`config.mk`:
```
export PLATFORM = sky130hd
export DESIGN_NAME = game_sequencer_flat
export DESIGN_NICKNAME = d
export VERILOG_FILES = /design/src/rtl/game_sequencer_if.sv /design/src/rtl/game_sequencer.sv /design/src/flat_wrapper.sv
export SDC_FILE = /design/constraint.sdc
export NUM_CORES = 1
export LEC_CHECK = 0
export ABC_AREA = 1
export CORE_ASPECT_RATIO = 2
export CORE_MARGIN = 2
export CORE_UTILIZATION = 52
export CTS_CLUSTER_DIAMETER = 50
export DETAILED_ROUTE_END_ITERATION = 7
export HOLD_SLACK_MARGIN = 0.15
export PLACE_DENSITY = 0.86
export SLEW_MARGIN = 5
export SYNTH_ARGS = -nofsm -noshare
export SYNTH_HDL_FRONTEND = slang
export SYNTH_SLANG_ARGS = --single-unit
```
`constraint.sdc`:
```
create_clock -name clk -period 3.3 [get_ports clk]
set_input_delay 0.825 -clock clk [delete_from_list [all_inputs] [get_ports clk]]
set_output_delay 0.825 -clock clk [all_outputs]
set_load 0.05 [all_outputs]
```
`src/rtl/game_sequencer_if.sv`:
```
// Game-flow bus between the sequencer and the playfield/ball update logic.
// Latency: none, plain wires; the sequencer registers its own outputs.
// Backpressure: none, strobes are fire-and-forget; `hit` is the only return path.
//
// Signals:
//   start      level, begin/restart a game          (playfield -> sequencer)
//   hit        collision flag                       (playfield -> sequencer)
//   pause      level, freeze the run (GAME_PAUSE_EN only)
//   tick       one-cycle game-update strobe         (sequencer -> playfield)
//   spawn      one-cycle obstacle strobe, only with tick
//   obst_type  obstacle shape 0/1/2 while spawn=1, else 0
//   score      spawns survived, saturating at 255
//   period     current tick period in clk cycles
//   state      0 IDLE, 1 RUN, 2 DEAD, 3 PAUSED
interface game_sequencer_if;
  logic       start;
  logic       hit;
`ifdef GAME_PAUSE_EN
  logic       pause;
`endif
  logic       tick;
  logic       spawn;
  logic [1:0] obst_type;
  logic [7:0] score;
  logic [7:0] period;
  logic [1:0] state;

  // master = the sequencer, slave = the playfield logic
  modport master (
    input  start,
    input  hit,
`ifdef GAME_PAUSE_EN
    input  pause,
`endif
    output tick,
    output spawn,
    output obst_type,
    output score,
    output period,
    output state
  );

  modport slave (
    output start,
    output hit,
`ifdef GAME_PAUSE_EN
    output pause,
`endif
    input  tick,
    input  spawn,
    input  obst_type,
    input  score,
    input  period,
    input  state
  );
endinterface

```
`src/rtl/game_sequencer.sv`:
```
// Game-flow controller: game FSM, game-tick divider, obstacle spawn scheduler
// with LFSR-chosen shape, difficulty ramp (gap first, then period) and score.
// Latency: start/hit/pause act on the next edge; no backpressure, strobes are
// one cycle and never stall.
//
// Ports:
//   clk        system clock, rising edge
//   rst        synchronous, active-low reset
//   bus        game_sequencer_if.master (start, hit, [pause] in;
//              tick, spawn, obst_type, score, period, state out)
// Optional feature: define GAME_PAUSE_EN to add the `pause` input and the
// PAUSED state (code 3). Without it state 3 is never produced.
//
// tick/spawn/obst_type are decoded from registered state (div, gapcnt, LFSR)
// and gated by `hit`, so a collision in a tick cycle cancels that update.
module game_sequencer #(
  parameter int unsigned BASE_PERIOD = 50,
  parameter int unsigned MIN_PERIOD  = 16,
  parameter int unsigned PERIOD_STEP = 2,
  parameter int unsigned BASE_GAP    = 50,
  parameter int unsigned MIN_GAP     = 15,
  parameter int unsigned GAP_STEP    = 2
) (
  input  logic              clk,
  input  logic              rst,
  game_sequencer_if.master  bus
);

  typedef enum logic [1:0] {
    ST_IDLE   = 2'd0,
    ST_RUN    = 2'd1,
    ST_DEAD   = 2'd2,
    ST_PAUSED = 2'd3
  } state_e;

  localparam logic [7:0] BASE_PERIOD_L = 8'(BASE_PERIOD);
  localparam logic [7:0] MIN_PERIOD_L  = 8'(MIN_PERIOD);
  localparam logic [7:0] PERIOD_STEP_L = 8'(PERIOD_STEP);
  localparam logic [7:0] BASE_GAP_L    = 8'(BASE_GAP);
  localparam logic [7:0] GAP_STEP_L    = 8'(GAP_STEP);
  localparam logic [7:0] LFSR_SEED     = 8'hA5;

  // "x - step >= floor" rewritten as "x >= floor + step" in 9 bits, so the
  // test itself can never wrap.
  localparam logic [8:0] GAP_THRESH    = 9'(MIN_GAP + GAP_STEP);
  localparam logic [8:0] PERIOD_THRESH = 9'(MIN_PERIOD + PERIOD_STEP);

  state_e     state_q,  state_d;
  logic [7:0] div_q,    div_d;
  logic [7:0] gapcnt_q, gapcnt_d;
  logic [7:0] gap_q,    gap_d;
  logic [7:0] period_q, period_d;
  logic [7:0] score_q,  score_d;
  logic [7:0] lfsr_q,   lfsr_d;

  logic       tick_w;
  logic       spawn_w;
  logic       load_run;

  function automatic logic [1:0] mod3(input logic [7:0] v);
    logic [7:0] r;
    r = v % 8'd3;
    return r[1:0];
  endfunction

  // Tick fires on the last count of the interval unless a collision lands
  // in the same cycle; spawn rides on the tick that closes the gap.
  assign tick_w   = (state_q == ST_RUN) && (div_q == period_q - 8'd1) && !bus.hit;
  assign spawn_w  = tick_w && (gapcnt_q == gap_q - 8'd1);
  assign load_run = bus.start && ((state_q == ST_IDLE) || (state_q == ST_DEAD));

  // ---------------------------------------------------------------- FSM: state register
  always_ff @(posedge clk) begin
    if (!rst) begin
      state_q <= ST_IDLE;
    end else begin
      state_q <= state_d;
    end
  end

  // ---------------------------------------------------------------- FSM: next state
  always_comb begin
    state_d = state_q;
    case (state_q)
      ST_IDLE, ST_DEAD: begin
        if (bus.start) state_d = ST_RUN;
      end
      ST_RUN: begin
        // Collision takes priority over pausing.
        if (bus.hit) begin
          state_d = ST_DEAD;
        end
`ifdef GAME_PAUSE_EN
        else if (bus.pause) begin
          state_d = ST_PAUSED;
        end
`endif
      end
      ST_PAUSED: begin
`ifdef GAME_PAUSE_EN
        if (!bus.pause) state_d = ST_RUN;
`else
        state_d = ST_IDLE;
`endif
      end
      default: state_d = ST_IDLE;
    endcase
  end

  // ---------------------------------------------------------------- FSM: outputs
  always_comb begin
    bus.tick      = tick_w;
    bus.spawn     = spawn_w;
    bus.obst_type = spawn_w ? mod3(lfsr_q) : 2'd0;
    bus.score     = score_q;
    bus.period    = period_q;
    bus.state     = state_q;
  end

  // ---------------------------------------------------------------- datapath next values
  always_comb begin
    div_d    = div_q;
    gapcnt_d = gapcnt_q;
    gap_d    = gap_q;
    period_d = period_q;
    score_d  = score_q;
    // x^8+x^6+x^5+x^4+1, shifting towards the MSB; free-runs in every state
    lfsr_d   = {lfsr_q[6:0], lfsr_q[7] ^ lfsr_q[5] ^ lfsr_q[4] ^ lfsr_q[3]};

    if (load_run) begin
      div_d    = 8'd0;
      gapcnt_d = 8'd0;
      period_d = BASE_PERIOD_L;
      gap_d    = BASE_GAP_L;
      score_d  = 8'd0;
    end else if (state_q == ST_RUN && !bus.hit) begin
      if (tick_w) begin
        div_d = 8'd0;
        if (spawn_w) begin
          gapcnt_d = 8'd0;
          if (score_q != 8'hFF) score_d = score_q + 8'd1;
          // Shrink the gap first; once it is at its floor, speed up the tick.
          if ({1'b0, gap_q} >= GAP_THRESH) begin
            gap_d = gap_q - GAP_STEP_L;
          end else if ({1'b0, period_q} >= PERIOD_THRESH) begin
            period_d = period_q - PERIOD_STEP_L;
          end else begin
            period_d = MIN_PERIOD_L;
          end
        end else begin
          gapcnt_d = gapcnt_q + 8'd1;
        end
      end else begin
        div_d = div_q + 8'd1;
      end
    end
    // A hit in RUN freezes everything on its way to DEAD; PAUSED, IDLE and
    // DEAD hold the counters as well.
  end

  // ---------------------------------------------------------------- datapath registers
  always_ff @(posedge clk) begin
    if (!rst) begin
      div_q    <= 8'd0;
      gapcnt_q <= 8'd0;
      gap_q    <= BASE_GAP_L;
      period_q <= BASE_PERIOD_L;
      score_q  <= 8'd0;
      lfsr_q   <= LFSR_SEED;
    end else begin
      div_q    <= div_d;
      gapcnt_q <= gapcnt_d;
      gap_q    <= gap_d;
      period_q <= period_d;
      score_q  <= score_d;
      lfsr_q   <= lfsr_d;
    end
  end

endmodule

```
`src/flat_wrapper.sv`:
```
// flat-port wrapper written by rule: the top's interface ports become plain ports
module game_sequencer_flat 
#(
  parameter int unsigned BASE_PERIOD = 50,
  parameter int unsigned MIN_PERIOD  = 16,
  parameter int unsigned PERIOD_STEP = 2,
  parameter int unsigned BASE_GAP    = 50,
  parameter int unsigned MIN_GAP     = 15,
  parameter int unsigned GAP_STEP    = 2
)
  (clk, rst, bus_start, bus_hit, bus_tick, bus_spawn, bus_obst_type, bus_score, bus_period, bus_state);
  game_sequencer_if bus_i ();
  input  logic clk;
  input  logic rst;
  input wire logic [$bits(bus_i.start)-1:0] bus_start;
  input wire logic [$bits(bus_i.hit)-1:0] bus_hit;
  output wire logic [$bits(bus_i.tick)-1:0] bus_tick;
  output wire logic [$bits(bus_i.spawn)-1:0] bus_spawn;
  output wire logic [$bits(bus_i.obst_type)-1:0] bus_obst_type;
  output wire logic [$bits(bus_i.score)-1:0] bus_score;
  output wire logic [$bits(bus_i.period)-1:0] bus_period;
  output wire logic [$bits(bus_i.state)-1:0] bus_state;
  assign bus_i.start = bus_start;
  assign bus_i.hit = bus_hit;
  assign bus_tick = bus_i.tick;
  assign bus_spawn = bus_i.spawn;
  assign bus_obst_type = bus_i.obst_type;
  assign bus_score = bus_i.score;
  assign bus_period = bus_i.period;
  assign bus_state = bus_i.state;
  game_sequencer #(.BASE_PERIOD(BASE_PERIOD), .MIN_PERIOD(MIN_PERIOD), .PERIOD_STEP(PERIOD_STEP), .BASE_GAP(BASE_GAP), .MIN_GAP(MIN_GAP), .GAP_STEP(GAP_STEP)) u_core (.clk(clk), .rst(rst), .bus(bus_i));
endmodule
```
==> metrics.log, run 1 <==
INFO  metric layout-area-overhead-vs-synth = 29.2%
INFO  metric detail_route.wl_per_cell = ~14 microns
INFO  metric share_of_flip_flops_with_an_asynchronous_set_or_reset = 0
INFO  metric grt_pass1_wl = 11900 microns
INFO  metric diodes = 0
INFO  metric grt-ovfl-total = 0
INFO  metric fin_skew = around 14 ps
INFO  metric hold_violations = 0
INFO  metric routed_wire_length = roughly 7400 microns
INFO  metric route.detailed.vias_per_inst = 5.41
INFO  metric register_area_share_after_synthesis = 0.331
INFO  metric placed_cell_area = between 3000 and 4000 sq um
INFO  metric first_global_vias = 2885
INFO  metric max_slew_margin = 0.663
INFO  metric clock_sinks = 48
INFO  metric yosysTopAreaCell = dfxtp_1
INFO  metric synthTopCellsByArea = dfxtp_1, nand2_1, inv_1
INFO  metric clk_pin_slew = approximately 100 ps
INFO  metric synth-seq-cells = between 40 and 50
INFO  metric met3RoutedLength = approximately 180 microns
INFO  metric ant_nets = 0
INFO  metric total_clock_buffers_created_by_cts = 5
INFO  metric critPathKind = reg -> out
INFO  metric floorplan.initialDensity = 0.536
INFO  metric postSynthNetCount = roughly 440
INFO  metric peak_supply_drop = around 0.00038 V
INFO  metric post-route-worst-setup-slack = -569 ps
INFO  metric antenna_found_initial = 0
INFO  metric drive_above_1_share = 0.246
INFO  metric portBuffers = 24
INFO  metric final_max_slew_viol_count = 0
INFO  metric met2_length = roughly 4400 microns
INFO  metric gpl.final_weighted_congestion = slightly below 1
INFO  metric routed.top_layer = met4
INFO  metric cts_root_buffer = clkbuf_8
INFO  metric die_width = between 50 and 60 microns
INFO  metric cts_buffer_depth = 2
INFO  metric ioPinCount = 26
INFO  metric htree_levels = 2
INFO  metric synthCells = 429
INFO  metric timing.rr.start = u_core.bus.period[1]
INFO  metric max-cap-violations = 0
INFO  metric drt_pre_antenna_iters = 4
INFO  metric timing.critical_path.required = roughly 2500 ps
INFO  metric detailed_place_hpwl = about 5500 microns
INFO  metric beginning_of_the_worst_hold_path = u_core.gap_q[7]
INFO  metric worstSetupEndpointType = output port
INFO  metric die_h = 110 microns
INFO  metric cts_hold_buf = 0
INFO  metric synth_area = around 2900 sq um
INFO  metric setup.worst_path.start_class = flip-flop
INFO  metric drt_first_iter_violations = 93
INFO  metric all_layer_gr_usage = 0.245
INFO  metric crit_arrival = 3040 ps
INFO  metric synthDominantCellAreaShare = 0.331
INFO  metric dieArea = approximately 6200 sq um
INFO  metric critPathMaxFanout = 4
INFO  metric p_leak = 1.65 nW
INFO  metric synth_top_flop_cell = dfxtp_1
INFO  metric netsw = between 0.3 and 0.4 mW
INFO  metric hold_class = reg -> reg
INFO  metric final_cell_mix = nand2_1, inv_1, dfxtp_1
INFO  metric pin_count_of_the_biggest_net_entering_global_routing = 19
INFO  metric fillers = between 400 and 500
INFO  metric tns = -1100 ps
INFO  metric switching_share = 0.285
INFO  metric timing.fmax = 258 MHz
INFO  metric std_cell_rows = 38
INFO  metric power-per-cell-area = around 340 nW/um^2
INFO  metric failing_checks = negative setup slack
INFO  metric pwr-share-seq = 0.467
INFO  metric worstMarginPinSlew = 504 ps
INFO  metric share_comb_of_total_power = 0.201
INFO  metric tritoncts = built
INFO  metric drt_drc_violations_left = 0
INFO  metric num_vias = about 2900
INFO  metric crit_start = u_core.lfsr_q[6]
INFO  metric m1WireLength = 2540 microns
INFO  metric unrepaired_setup_endpoints_after_global_routing = yes
INFO  metric worstSkewPairLatency = between 300 and 400 ps
INFO  metric status = finished, violations left
INFO  metric layout_min_cycle_time = around 3900 ps
INFO  metric syn-mean-instance-area = about 6.8 sq um
INFO  metric floorplan.core_area = 5420 sq um
INFO  metric netlist-cell-type-count = between 40 and 50
INFO  metric final_total_power = about 1.3 mW
INFO  metric setup_violations = 2
INFO  metric final_design_area_no_fill = approximately 3800 sq um
INFO  metric internal_power = between 0.9 and 1 mW
INFO  metric layout_commonest_cell = nand2_1
INFO  metric synth_edf_count = 0
INFO  metric share_of_the_cycle_needed_by_the_critical_path_after_routing = 1.17
INFO  metric yosysWarningCount = 0
INFO  metric power_frac_clock = 0.333
INFO  metric nets = 491
[cell usage after synthesis (4+ instances only)]
cell type  instances
a21oi_1           30
clkbuf_1           4
dfxtp_1           48
ha_1               8
inv_1             61
inv_2              8
nand2_1          107
nand3_1           32
nand4_1            7
nor2_1            32
nor3_1            10
o21ai_0           16
xnor2_1            5
xor2_1            18
[cell type report]
cell class / count / area, sq um / share of cell area
sequential: 48 / 980 / 0.261
timing repair buffer: 48 / 467 / 0.124
inverter: 69 / 264 / 0.0703
tap: 60 / 75.1 / 0.0200
clock buffer: 5 / 68.8 / 0.0183
clock inverter: 3 / 42.5 / 0.0113
multi-input combinational: 307 / 1860 / 0.495
[through the flow]
stage / util / instances / setup slack (ps) / hold WS, ps
floorplan: - / 429 / -93.8 / 444
detailed placement: 0.633 / 526 / -269 / 464
finish: 0.693 / 540 / -569 / 485
global placement: 0.633 / 526 / -238 / 452
CTS: 0.673 / 539 / -546 / 478
global route: 0.693 / 540 / -801 / 519
[state kept, by name, indices dropped and copies added (netlist names)]
signal,flops
u_core.bus.state,2
u_core.div_q,8
u_core.gapcnt_q,8
u_core.bus.period,7
u_core.gap_q,7
u_core.lfsr_q,8
u_core.bus.score,8
[worst paths after layout]
check             cells after the start               end  slack (ps)
setup / recovery                     25  bus_obst_type[1]        -570
hold / removal                        2   u_core.gap_q[7]         490
setup reg to reg                     16   u_core.gap_q[5]         740
hold reg to reg                       2   u_core.gap_q[7]         490
[timing repair]
| action | 4_1_cts | 5_1_grt |
|---|---|---|
| resized for setup | 19 | 29 |
| endpoints found under the setup margin | 4 | 4 |
| setup buffers | 5 | 1 |
| pin swaps | 5 | 17 |
[power by group through the flow]
stage | clock, mW | sequential [mW] | combinational, mW
6_report | 0.430 | 0.604 | 0.260
2_1_floorplan | 0 | 0.616 | 0.119
5_1_grt | 0.460 | 0.605 | 0.286
4_1_cts | 0.440 | 0.602 | 0.240
3_5_place_dp | 0 | 0.614 | 0.188
3_3_place_gp | 0 | 0.613 | 0.179
[worst max-delay path, stage by stage, from the launching register on]
cell     delay (ps)
dfxtp_4         400
inv_4            40
nand2_1          60
nand2_1          70
nand2_2          70
nand2_2          60
nand3_1         100
nand2_2          70
o21ai_2         160
nand3_2         120
nand2_2          80
nand2_2          60
nand2_2          80
inv_2            50
ha_4            160
a21oi_4         110
nand2_1          80
xor2_1          170
inv_1           100
ha_4            160
inv_2            60
nand2_4          70
nand2_2          80
nand2_2          60
nor2_4          120
buf_12          140
[layer usage]
layer	vias up	GRT usage
li1	1467	-
met1	1376	0.218
met2	56	0.490
met3	24	0.0365
met4	0	0.154
met5	-	0
[cell families after synthesis]
kind of cell	share of synthesized area
fa+ha+maj	0.0345
buf+inv	0.0969
compound gates	0.0978
other cells	0.00129
simple gates	0.364
flops	0.331
xor+xnor	0.0749
Power figures use the tool's default switching activity.
==> run 2: changes to the inputs <==
- PLACE_DENSITY: 0.86 -> 0.76
- SLEW_MARGIN: 5 -> not set
==> run 2 against run 1 <==
The run still ends with negative setup slack left. Clock skew decreased by 4.9 ps. Flip-flop and latch count unchanged. Die area stayed put. Power down 2.0%. Critical path depth stayed put. Hold slack better by 19 ps. Clock-buffer cell count increased by 1. Via count is 0.62% higher. Maximum frequency down 0.50%. Register-to-register slack about the same. Sequential share of layout area is 0.39 points lower. Critical endpoint unchanged.
==> metrics.log, run 2 (synthesis results as in run 1) <==
INFO  metric drt_pre_antenna_iters = 4 (unchanged)
INFO  metric antenna_found_initial = 0 (unchanged)
INFO  metric power_frac_clock = 0.292 (-0.041)
INFO  metric fin_util = 0.707 (+0.0141)
INFO  metric max-cap-violations = 0 (unchanged)
INFO  metric hold_class = reg -> reg
INFO  metric layout_commonest_cell = nand2_1
INFO  metric cpMaxStageDelayCell = dfxtp_4
INFO  metric final_total_power = 1.27 mW (-2.0%)
INFO  metric pin_count_of_the_biggest_net_entering_global_routing = 19 (unchanged)
INFO  metric crit_arrival = 3060 ps (+20 ps)
INFO  metric final_design_area_no_fill = 3830 sq um (+2.0%)
INFO  metric unrepaired_setup_endpoints_after_global_routing = yes
INFO  metric layout_min_cycle_time = 3890 ps (+19.4 ps)
INFO  metric critPathKind = reg -> out
INFO  metric clock_sinks = 48 (unchanged)
INFO  metric drt_drc_violations_left = 0 (unchanged)
INFO  metric all_layer_gr_usage = 0.241 (-0.00406)
INFO  metric whs_path_depth = 2 (unchanged)
INFO  metric hold_violations = 0 (unchanged)
INFO  metric reg2reg_depth = 16 (unchanged)
INFO  metric setup.worst_path.start_class = flip-flop
INFO  metric layout.cells.non_filler = 549 (+1.7%)
INFO  metric worstMarginPinSlew = 512 ps (+7.75 ps)
INFO  metric detail_route.wl_per_cell = 13.2 microns (-3.0%)
INFO  metric cp_peak_stage_delay = 370 ps (-30 ps)
INFO  metric num_vias = 2941 (+0.62%)
INFO  metric clk_pin_slew = 90 ps (about the same)
INFO  metric ant_nets = 0 (unchanged)
INFO  metric max_slew_margin = 0.658 (-0.00518)
INFO  metric die_h = 110 microns (unchanged)
INFO  metric peak_supply_drop = 0.000309 V (-18%)
INFO  metric worstSetupEndpointType = output port
INFO  metric layout-area-overhead-vs-synth = 31.8%
INFO  metric cts_buffer_depth = 2 (unchanged)
INFO  metric netsw = 0.374 mW (+1.5%)
INFO  metric cts_hold_buf = 0 (unchanged)
INFO  metric worst_setup_path_endpoint = bus_obst_type[1]
INFO  metric failing_checks = negative setup slack
INFO  metric drive_above_1_share = 0.274 (+0.0282)
INFO  metric htree_levels = 2 (unchanged)
INFO  metric diodes = 0 (unchanged)
INFO  metric cp_common_cell = nand2_2
INFO  metric nets = 500 (+1.8%)
INFO  metric internal_power = 0.893 mW (-3.5%)
INFO  metric switching_share = 0.295 (+0.0104)
INFO  metric cts_root_buffer = clkbuf_8
INFO  metric timing.rr.start = u_core.bus.period[1]
INFO  metric p_leak = 1.69 nW (+2.9%)
INFO  metric total_clock_buffers_created_by_cts = 5 (unchanged)
INFO  metric final_cell_mix = nand2_1, inv_1, dfxtp_1
INFO  metric grt_pass1_wl = 12000 microns (+0.17%)
INFO  metric first_global_vias = 2866 (-0.66%)
INFO  metric status = finished, violations left
INFO  metric fin_skew = 9.58 ps (-4.90 ps)
INFO  metric routed_wire_length = 7250 microns (-1.4%)
INFO  metric detailed_place_hpwl = 5330 microns (-4.0%)
INFO  metric gpl.final_weighted_congestion = 0.844 (-14%)
INFO  metric final_max_slew_viol_count = 0 (unchanged)
INFO  metric grt-ovfl-total = 0 (unchanged)
INFO  metric floorplan.initialDensity = 0.536 (unchanged)
INFO  metric timing.fmax = 257 MHz (-0.50%)
INFO  metric critPathMaxFanout = 4 (unchanged)
INFO  metric timing.critical_path.required = 2470 ps (about the same)
INFO  metric drt_first_iter_violations = 103 (+11%)
INFO  metric placed_cell_area = 3440 sq um (+0.22%)
INFO  metric post-route-worst-setup-slack = -589 ps (-19.4 ps)
INFO  metric floorplan.core_area = 5420 sq um (unchanged)
INFO  metric std_cell_rows = 38 (unchanged)
INFO  metric dieArea = 6240 sq um (unchanged)
INFO  metric beginning_of_the_worst_hold_path = u_core.bus.period[7]
INFO  metric crit_start = u_core.lfsr_q[7]
INFO  metric worst-r2r-setup-slack = 730 ps (about the same)
INFO  metric ioPinCount = 26 (unchanged)
INFO  metric pwr-share-seq = 0.475 (+0.008)
INFO  metric share_of_the_cycle_needed_by_the_critical_path_after_routing = 1.18 (+0.00587)
INFO  metric route.detailed.vias_per_inst = 5.36 (-1.0%)
INFO  metric critical_path.reg2reg.endpoint = u_core.gap_q[3]
INFO  metric share_comb_of_total_power = 0.233 (+0.032)
INFO  metric worstSkewPairLatency = 310 ps (about the same)
INFO  metric timing.hold.ws = 504 ps (+19.4 ps)
INFO  metric portBuffers = 24 (unchanged)
INFO  metric die_width = 56.9 microns (unchanged)
INFO  metric dp_cell_count = 527 (+0.19%)
INFO  metric tritoncts = built
INFO  metric power-per-cell-area = 331 nW/um^2 (-4.0%)
INFO  metric setup_violations = 2 (unchanged)
run 2: cell count changes in the layout (fill, tap and decap cells not counted), moves of 2 or more:
cell      change
dfxtp_4       +2
nand3_2       +2
dfxtp_2       -2
inv_2         -2
nand2_1       -3
clkinv_2      +2
o21ai_1       -2
buf_4        +10
nand2_2       +2
nand3_1       -2
inv_4         +2
run 2: layout make-up:
| type | instances | area, sq um |
|---|---|---|
| Multi-Input combinational cell | 307 | 1880 |
| Fill cell | 456 | 1590 |
| Sequential cell | 48 | 985 |
| Timing Repair Buffer | 57 | 531 |
| Inverter | 69 | 269 |
| Clock buffer | 6 | 82.6 |
| Tap cell | 60 | 75.1 |
| Clock inverter | 2 | 10.0 |
run 2: critical path: cells and delay by family (launching register included):
| family | cells | cell delay, ps |
|---|---|---|
| AOI/OAI and AO/OA | 2 | 260 |
| xor gates and xnor gates | 1 | 170 |
| DFF | 1 | 370 |
| buffers and inverters | 6 | 420 |
| adders and majority gates | 2 | 430 |
| and+or+nand+nor | 14 | 1100 |
run 2: power by group through the flow:
stage          Clock (mW)  Combinational, mW  Sequential (mW)
3_3_place_gp            0              0.188            0.613
3_5_place_dp            0              0.194            0.614
5_1_grt             0.399              0.323            0.604
2_1_floorplan           0              0.119            0.616
4_1_cts             0.377              0.251            0.601
6_report            0.370              0.296            0.602
run 2: metrics by stage:
stage | setup slack [ps] | TNS (ps)
finish | -589 | -1150
global route | -764 | -1510
CTS | -564 | -1100
detailed placement | -278 | -672
global placement | -193 | -486
floorplan | -93.8 | -171
run 2: what timing repair did:
| action | CTS | global route |
|---|---|---|
| setup buffers | 8 | 6 |
| resized for setup | 20 | 36 |
| pin swaps | 13 | 18 |
| setup endpoints to repair | 4 | 4 |
run 2: worst min-delay path by stage:
stage	endpoint
2_1_floorplan	u_core.gap_q[7]
3_3_place_gp	u_core.gap_q[7]
3_5_place_dp	u_core.gap_q[7]
4_1_cts	u_core.gap_q[7]
5_1_grt	u_core.gap_q[7]
6_report	u_core.bus.period[7]
run 2: routing by layer:
| metal | vias to the layer above | global-route usage | part of all wire |
|---|---|---|---|
| li1 | 1484 | - | - |
| met1 | 1372 | 0.226 | 0.35 |
| met2 | 65 | 0.477 | 0.58 |
| met3 | 20 | 0.0435 | 0.037 |
| met4 | 0 | 0.125 | 0.030 |
| met5 | - | 0 | 0 |
